### config.mk
export PLATFORM = sky130hd
export DESIGN_NAME = serial_sub_flat
export DESIGN_NICKNAME = d
export VERILOG_FILES = /design/src/rtl/serial_sub_if.sv /design/src/rtl/serial_sub.sv /design/src/flat_wrapper.sv
export SDC_FILE = /design/constraint.sdc
export NUM_CORES = 1
export LEC_CHECK = 0
export BUFFER_PORTS_ARGS = -buffer_cell sky130_fd_sc_hd__buf_2
export CORE_ASPECT_RATIO = 1.2
export CORE_UTILIZATION = 49
export DETAILED_ROUTE_END_ITERATION = 8
export GPL_TIMING_DRIVEN = 0
export PLACE_DENSITY = 0.77
export SYNTH_ARGS = -nofsm -noshare
export SYNTH_HDL_FRONTEND = slang
export SYNTH_SLANG_ARGS = --single-unit
### constraint.sdc
create_clock -name clk -period 1.4 [get_ports clk]
set_input_delay 0.14 -clock clk [delete_from_list [all_inputs] [get_ports clk]]
set_output_delay 0.14 -clock clk [all_outputs]
set_load 0.01 [all_outputs]
### src/rtl/serial_sub_if.sv
// Start/done handshake and operand/result bundle for serial_sub.
// master = controller side, slave = the subtractor.
interface serial_sub_if #(
  parameter int WIDTH = 8
);
  logic             start;
  logic [WIDTH-1:0] a;
  logic [WIDTH-1:0] b;
  logic             bin;
  logic             busy;
  logic             done;
  logic [WIDTH-1:0] Do;
  logic             Bo;

  modport master (
    output start, a, b, bin,
    input  busy, done, Do, Bo
  );

  modport slave (
    input  start, a, b, bin,
    output busy, done, Do, Bo
  );
endinterface

### src/rtl/serial_sub.sv
// Digit-serial subtractor: WIDTH-bit a - b - bin, DIGIT bits per cycle LSB-first,
// borrow carried between cycles, result published with a one-cycle done pulse.
//
// state | meaning
// IDLE  | waiting for start; Do/Bo hold the last result
// RUN   | one digit per cycle, cnt = index of digit being processed
module serial_sub #(
  parameter int WIDTH = 8,
  parameter int DIGIT = 1
) (
  input logic         clk,
  input logic         rst_n,
  serial_sub_if.slave bus
);
  localparam int N     = WIDTH / DIGIT;
  localparam int CNT_W = (N > 1) ? $clog2(N) : 1;

  typedef enum logic {
    IDLE = 1'b0,
    RUN  = 1'b1
  } state_t;

  state_t state, state_nxt;

  logic [WIDTH-1:0]       a_sh;
  logic [WIDTH-1:0]       b_sh;
  logic [WIDTH-1:0]       res;
  logic [CNT_W-1:0]       cnt;
  logic                   borrow;
  logic [WIDTH-1:0]       do_q;
  logic                   bo_q;
  logic                   done_q;
  logic [DIGIT:0]         dig;
  logic [WIDTH+DIGIT-1:0] res_cat;
  logic [WIDTH-1:0]       res_nxt;
  logic                   last;
  logic                   unused_shifted_out;

  // One digit step: {borrow_out, diff} = a_d - b_d - borrow_in, all unsigned.
  assign dig = {1'b0, a_sh[DIGIT-1:0]} - {1'b0, b_sh[DIGIT-1:0]} - {{DIGIT{1'b0}}, borrow};

  // New digit enters at the MSB end; after N steps the first digit sits at bit 0.
  assign res_cat            = {dig[DIGIT-1:0], res} >> DIGIT;
  assign res_nxt            = res_cat[WIDTH-1:0];
  assign unused_shifted_out = ^res_cat[WIDTH+DIGIT-1:WIDTH];

  assign last = (cnt == CNT_W'(N - 1));

  always_ff @(posedge clk or negedge rst_n) begin
    if (!rst_n) begin
      state <= IDLE;
    end else begin
      state <= state_nxt;
    end
  end

  always_comb begin
    state_nxt = state;
    case (state)
      IDLE:    if (bus.start) state_nxt = RUN;
      RUN:     if (last) state_nxt = IDLE;
      default: state_nxt = IDLE;
    endcase
  end

  always_ff @(posedge clk or negedge rst_n) begin
    if (!rst_n) begin
      a_sh   <= '0;
      b_sh   <= '0;
      res    <= '0;
      cnt    <= '0;
      borrow <= 1'b0;
      do_q   <= '0;
      bo_q   <= 1'b0;
      done_q <= 1'b0;
    end else begin
      done_q <= 1'b0;
      if (state == IDLE) begin
        if (bus.start) begin
          a_sh   <= bus.a;
          b_sh   <= bus.b;
          borrow <= bus.bin;
          cnt    <= '0;
        end
      end else begin
        a_sh   <= a_sh >> DIGIT;
        b_sh   <= b_sh >> DIGIT;
        borrow <= dig[DIGIT];
        res    <= res_nxt;
        cnt    <= cnt + 1'b1;
        // Only the completed result is ever exposed on Do/Bo.
        if (last) begin
          do_q   <= res_nxt;
          bo_q   <= dig[DIGIT];
          done_q <= 1'b1;
        end
      end
    end
  end

  assign bus.busy = (state == RUN);
  assign bus.done = done_q;
  assign bus.Do   = do_q;
  assign bus.Bo   = bo_q;
endmodule

### src/flat_wrapper.sv
// flat-port wrapper written by rule: the top's interface ports become plain ports
module serial_sub_flat 
#(
  parameter int WIDTH = 8,
  parameter int DIGIT = 1
)
  (clk, rst_n, bus_start, bus_a, bus_b, bus_bin, bus_busy, bus_done, bus_Do, bus_Bo);
  serial_sub_if #(.WIDTH(WIDTH)) bus_i ();
  input logic clk;
  input logic rst_n;
  input wire logic [$bits(bus_i.start)-1:0] bus_start;
  input wire logic [$bits(bus_i.a)-1:0] bus_a;
  input wire logic [$bits(bus_i.b)-1:0] bus_b;
  input wire logic [$bits(bus_i.bin)-1:0] bus_bin;
  output wire logic [$bits(bus_i.busy)-1:0] bus_busy;
  output wire logic [$bits(bus_i.done)-1:0] bus_done;
  output wire logic [$bits(bus_i.Do)-1:0] bus_Do;
  output wire logic [$bits(bus_i.Bo)-1:0] bus_Bo;
  assign bus_i.start = bus_start;
  assign bus_i.a = bus_a;
  assign bus_i.b = bus_b;
  assign bus_i.bin = bus_bin;
  assign bus_busy = bus_i.busy;
  assign bus_done = bus_i.done;
  assign bus_Do = bus_i.Do;
  assign bus_Bo = bus_i.Bo;
  serial_sub #(.WIDTH(WIDTH), .DIGIT(DIGIT)) u_core (.clk(clk), .rst_n(rst_n), .bus(bus_i));
endmodule
## Yosys cells after proc, flatten, opt, wreduce, memory -nomap -nowiden

Cells that the tools add are included.

| word-level totals | value |
|---|---|
| bits in registers | 39 |
| input bits | 20 |
| output and inout port bits | 11 |
| logic and storage cells | 29 |

| cells by class | value |
|---|---|
| add/subtract/negate cells | 3 |
| equal/unequal tests | 1 |
| muxes and demuxes | 13 |
| bitwise operators | 1 |
| reductions and logical operators | 2 |

Operators with widths:

| cell | count |
|---|---|
| $mux 8 | 4 |
| $mux 1 | 6 |
| $mux 3 | 2 |
| $add 3x1->3 const B | 1 |
| $eq 3x3->1 const B | 1 |
| $pmux 1 s2 | 1 |
| $reduce_and 2->1 | 1 |
| $reduce_bool 2->1 | 1 |
| $sub 1x1->2 | 1 |
| $sub 2x1->2 | 1 |
| $not 1->1 | 1 |

## Longest topological paths before layout

Gate-level depths: netlist of the first run.

| logic depth | value |
|---|---|
| word-level depth | 3 |
| mapped depth | 4 |
| mapped depth without buffers | 4 |

## Least setup slack after synthesis of the first run

Ideal clock, no wire load.

| timing | value |
|---|---|
| path type | reg2reg |
| start | register u_core.cnt[0] |
| end | register u_core.bo_q (netlist: u_core.bus.Bo) |
| setup time | 125 ps |
| arrival | 1233 ps |
| slack | 42 ps |
| cell stages (with the launch flop) | 5 |
| path buffers | 0 |
| period minus slack after synthesis | 1358 ps |
| cell sequence | dfrtp_1 -> ha_1 -> ha_1 -> nand2_8 -> mux2_4 |

| on the way | value |
|---|---|
| word-level cells in the longest chain between the ends | 2 |

Ends and longest elaborated chain:

| element | line | source |
|---|---|---|
| start: declaration | serial_sub.sv:28 | `logic [CNT_W-1:0] cnt;` |
| start signal: assignment | serial_sub.sv:90 | `cnt <= cnt + 1'b1;` |
| $eq 3x3->1 | serial_sub.sv:47 | `assign last = (cnt == CNT_W'(N - 1));` |
| $reduce_and 2->1 (no source line) | -- |  |
| end signal: assignment | serial_sub.sv:94 | `bo_q <= dig[DIGIT];` |
| end: declaration | serial_sub.sv:31 | `logic bo_q;` |

Every way passes these cells.
A chain may end at the register's enable or synchronous reset.

## Worst setup path after layout of the first run

| timing | value |
|---|---|
| start | register u_core.cnt[0] |
| end | register u_core.do_q[3] (netlist: u_core.bus.Do[3]) |

| on the way | value |
|---|---|
| word-level cells in the longest chain between the ends | 2 |

Ends and longest elaborated chain:

| element | line | source |
|---|---|---|
| $eq 3x3->1 | serial_sub.sv:47 |  |
| $reduce_and 2->1 (no source line) | -- |  |
| end signal: assignment | serial_sub.sv:93 | `do_q <= res_nxt;` |
| end: declaration | serial_sub.sv:30 | `logic [WIDTH-1:0] do_q;` |

Every way passes these cells.

==> results of run 1 <==
## path summary, 6_finish.rpt
path                                start          endpoint  slack, ps
max reg2reg                 u_core.cnt[0]  u_core.bus.Do[3]         60
min reg2reg                u_core.b_sh[4]    u_core.b_sh[3]        500
min                              bus_a[7]    u_core.a_sh[7]         50
max                         u_core.cnt[0]  u_core.bus.Do[3]         60
min in group asynchronous           rst_n  u_core.bus.Do[6]        420
max in group asynchronous           rst_n    u_core.b_sh[3]        470
## layout make-up
type | count | area share
tap | 36 | 0.02302
clock buffer | 7 | 0.02813
multi-input combinational | 75 | 0.3344
timing repair buffer | 31 | 0.08312
inverter | 4 | 0.007673
clock inverter | 1 | 0.002558
sequential | 38 | 0.4859
buffer | 7 | 0.03517
## metal layers
layer  wire, um  GRT usage
met4         44    0.06563
met3        170    0.05871
met1       1148     0.2139
met2       1320     0.3027
met5          0          0
## synthesized netlist by cell type, drive strengths merged
| cell | n |
|---|---|
| mux2 | 15 |
| buf | 6 |
| nor2 | 3 |
| o21ai | 15 |
| dfrtp | 38 |
| fa | 1 |
| mux2i | 19 |
| a22o | 2 |
| a21oi | 1 |
| inv | 4 |
| ha | 2 |
| clkbuf | 1 |
| nand2 | 16 |
## report_power, final
part,switching (uW),internal [uW]
clock,333,244
combinational,739,932
sequential,285,1580
total,1360,2760
## cells by family after synthesis
kind of cell    count (synthesis)  share of synthesized area
mux                            34                     0.2404
fa+ha+maj                       3                    0.02705
simple gates                   19                    0.05259
buf+inv                        11                    0.05033
compound gates                 18                    0.05860
flops                          38                     0.5710
## stage by stage
step | power, uW | util | setup TNS, ps
floorplan | 3059 | - | 0
global placement | 3429 | 0.5913 | 0
detailed placement | 3525 | 0.5913 | -195.2
CTS | 4163 | 0.6212 | 0
global route | 4456 | 0.6236 | 0
finish | 4116 | 0.6236 | 0
## critical path, stage by stage, from the launching register on
cell	delay [ps]
dfrtp_1	400
ha_1	230
ha_4	200
nand2_4	110
mux2_4	300
## sequential cells by signal, summed over array words and instances, names as in the netlist
register         count
u_core.bus.busy      1
u_core.res           7
u_core.b_sh          8
u_core.bus.Bo        1
u_core.bus.done      1
u_core.a_sh          8
u_core.cnt           3
u_core.bus.Do        8
u_core.borrow        1
## repair_timing
action	4_1_cts	5_1_grt
resized for setup	2	0
hold endpoints to repair	38	0
pin swaps	1	0
hold buffers	1	0
setup endpoints to repair	8	2
setup buffers	0	1
gates cloned	1	0
==> results.cfg, run 1 <==
[timing]
maxSlewHeadroom = 0.4675
rsz0062_at_grt = no
period_minus_slack_ps = 1340
hold_ws_ps = 49.72
skew_ps = 8.691
tightest_slew_ps = 798.7
finalWorstSetupSlack_ps = 59.88
fin_crit_sh = 0.9572
hold_viol_final = 0
fmax_mhz = 746.2
setup_viol = 0
drv_slew = 0

[layout]
layout_common_cells = dfrtp_1 (38), buf_2 (31), mux2i_1 (19), nand2_1 (15), mux2_4 (11)
register_area_um2 = 950.9
fin_nets = 185
n_antenna_cell = 0
final_area_um2 = 1957
layout_commonest_cell = dfrtp_1
fillers = 270
final_layout_size_suffix_gt1_frac = 0.3804
final_cells = 199
multiInputGateArea_um2 = 654.4
areaGrowthSynthToFinish_pct = 17.51

[global_route]
overflow = 0
grt_pass1_wl_mm = 4.933
grt_use_total = 0.1791
antenna_found_initial = 0
grt_max_degree = 39
grt_pass1_vias = 1087

[critical_path]
cp.required_ps = 1630
worstSetupEndpointType = register
reg2regPathDepth = 4
crit_arrival_ps = 1570
crit_path_max_fanout = 5
cp-start-kind = register
worstSetupPathType = reg2reg

[place]
pre_cts_slack_ps = -26.57
dpl.cell_count = 188
io_buffers = 29
place_congestion = 0.6846
placed_area_um2 = 1856
dp_hpwl_mm = 1.902

[detailed_routing]
first_iter_violations = 24
dr.pass1.iters = 4
wl_mm = 2.684
wl_per_cell_um = 13.49
drtAntennaViolNets = 0
drc = 0
viasPerCell = 5.246
dr_total_vias = 1044

[clocking]
cts.clk_slew.worst_paths_ps = 100
cts.sinks = 38
cts_tree = done
cts_buffers = 5
cts-root-buf = clkbuf_4
clk_latency_ps = 330
ctsHtreeMaxLevel = 2
cts_buffer_depth = 2

[min_path]
min_delay_path_depth = 3
min_path_type = in2reg

[power]
p_per_area_nw_per_um2 = 2103
ir_drop_v = 0.001293
p_leak_uw = 0.001016

[logic_synthesis]
synthDistinctLibCells = 18
yosysTopAreaCellShare = 0.5710
ys_ff_latch = 38
yosys.area.top_type = dfrtp_1
syn_nets = 146
synth.avg_cell_area_um2 = 13.54
synth.yosys.warnings = 0
netlist_instances = 123
synth_area_leaders = dfrtp_1 (57%), mux2i_1 (11%), mux2_4 (9.9%), nand2_1 (3.4%), mux2_2 (2.7%)
netlist_area_um2 = 1665
ys_seq_area_frac = 0.5710

[die]
start_util = 0.5307
die_w_um = 55.22
num_rows = 22
io_pins = 31
die_area_um2 = 3637
coreArea_um2 = 3138
die_h_um = 65.86

[status]
outcome = complete, no violations

[job]
cap_violations = 0
Power figures use the tool's default switching activity.
==> run 2, diff against run 1 <==
--- a/config.mk
+++ b/config.mk
@@ -6,7 +6,7 @@
 export NUM_CORES = 1
 export LEC_CHECK = 0
 export BUFFER_PORTS_ARGS = -buffer_cell sky130_fd_sc_hd__buf_2
-export CORE_ASPECT_RATIO = 1.2
+export CORE_ASPECT_RATIO = 0.75
 export CORE_UTILIZATION = 49
 export DETAILED_ROUTE_END_ITERATION = 8
 export GPL_TIMING_DRIVEN = 0
==> results.cfg, run 2 (synthesis results as in run 1) <==
[status]
outcome = complete, no violations

[place]
io_buffers = 29
place_congestion = 0.7057
dpl.cell_count = 190
dp_hpwl_mm = 2.054

[critical_path]
cp-start-kind = register
worstSetupPathType = reg2reg
crit_path_max_fanout = 10
crit_arrival_ps = 1520
worstSetupEndpointType = register
cp.required_ps = 1560

[layout]
layout_commonest_cell = dfrtp_1
final_core_util = 0.6422
areaGrowthSynthToFinish_pct = 18.93
n_antenna_cell = 0
fin_nets = 183
final_layout_size_suffix_gt1_frac = 0.3789
final_cells = 199
layout_common_cells = dfrtp_1 (38), buf_2 (31), mux2i_1 (19), nand2_1 (15), mux2_4 (11)

[detailed_routing]
wl_per_cell_um = 14.12
viasPerCell = 5.146
wl_mm = 2.810
first_iter_violations = 50
drtAntennaViolNets = 0
dr.pass1.iters = 4
dr_total_vias = 1024
drc = 0

[power]
ir_drop_v = 0.0009609
finalPower_uw = 4370
p_leak_uw = 0.001028
p_per_area_nw_per_um2 = 2206

[die]
die_area_um2 = 3638
io_pins = 31
start_util = 0.5400
coreArea_um2 = 3084
die_w_um = 69.32
die_h_um = 52.49
num_rows = 17

[global_route]
grtUsageMet2 = 0.2816
busiest_layer = met2
grt_pass1_vias = 1010
overflow = 0
grt_use_total = 0.1779
use_met1 = 0.2282
antenna_found_initial = 0
grt_max_degree = 39
grt_pass1_wl_mm = 4.733
grt_use_met3 = 0.04808

[timing]
rsz0062_at_grt = no
fmax_mhz = 735.3
fin_crit_sh = 0.9715
maxSlewHeadroom = 0.4610
fin_tns_setup_ps = 0
setup_viol = 0
hold_ws_ps = 121.3
drv_slew = 0
hold_viol_final = 0
tightest_slew_ps = 808.5
skew_ps = 5.532
period_minus_slack_ps = 1360

[clocking]
clk_latency_ps = 280
cts-root-buf = clkbuf_8
cts_buffers = 5
cts_tree = done
cts_buffer_depth = 2
ctsHtreeMaxLevel = 2
cts.sinks = 38
cts.clk_slew.worst_paths_ps = 70

[job]
cap_violations = 0

[min_path]
min_path_type = in2reg
[run 2: final cells by class]
type | instances | area (um^2)
flip-flops and latches | 38 | 950.9
fillers | 226 | 1104
repair buffers | 30 | 155.1
multi-input cells | 74 | 633.1
well taps | 38 | 47.55
clock buffers | 8 | 110.1
inverters | 4 | 15.01
plain buffers | 7 | 68.82
[run 2: worst max-delay path, cell delays in order (launching register included)]
cell and delay [ps]:
dfrtp_1 390, ha_1 210, ha_2 210, nand2_8 120, mux2_4 310
[run 2: worst paths after layout]
kind	start	endpoint	slack, ps	cells past startpoint
setup / recovery	u_core.cnt[0]	u_core.bus.Do[0]	40	4
hold / removal	bus_a[7]	u_core.a_sh[7]	120	3
setup reg to reg	u_core.cnt[0]	u_core.bus.Do[0]	40	4
hold reg to reg	u_core.b_sh[1]	u_core.b_sh[0]	500	2
max in group asynchronous	rst_n	u_core.b_sh[2]	410	2
min in group asynchronous	rst_n	u_core.bus.Do[4]	480	2
[run 2: timing repair]
action,in CTS,in global routing
pin swaps,0,1
hold buffers,1,0
buffers inserted,0,0
endpoints found under the hold margin,38,0
endpoints found under the setup margin,8,1
resized for setup,1,0
[run 2: metal layers]
| layer | up-vias | wire length (um) |
|---|---|---|
| met3 | 5 | 92 |
| met5 | - | 0 |
| met1 | 505 | 1369 |
| met4 | 0 | 46 |
| li1 | 494 | - |
| met2 | 20 | 1302 |
[run 2: stage by stage]
stage                     cell area [um^2]  setup WS (ps)
final                                 1981          39.96
after CTS                             1981          22.21
after detailed placement              1858         -33.23
after global routing                  1981          1.247
after floorplan                       1665          41.81
after global placement                1858          4.937
[run 2: where the power goes]
group	leakage [uW]	switching [uW]	total (uW)	internal [uW]
Clock	0.0000575	354	851	497
Combinational	0.000493	739	1640	899
Sequential	0.000477	295	1880	1590
Total	0.00103	1390	4370	2980
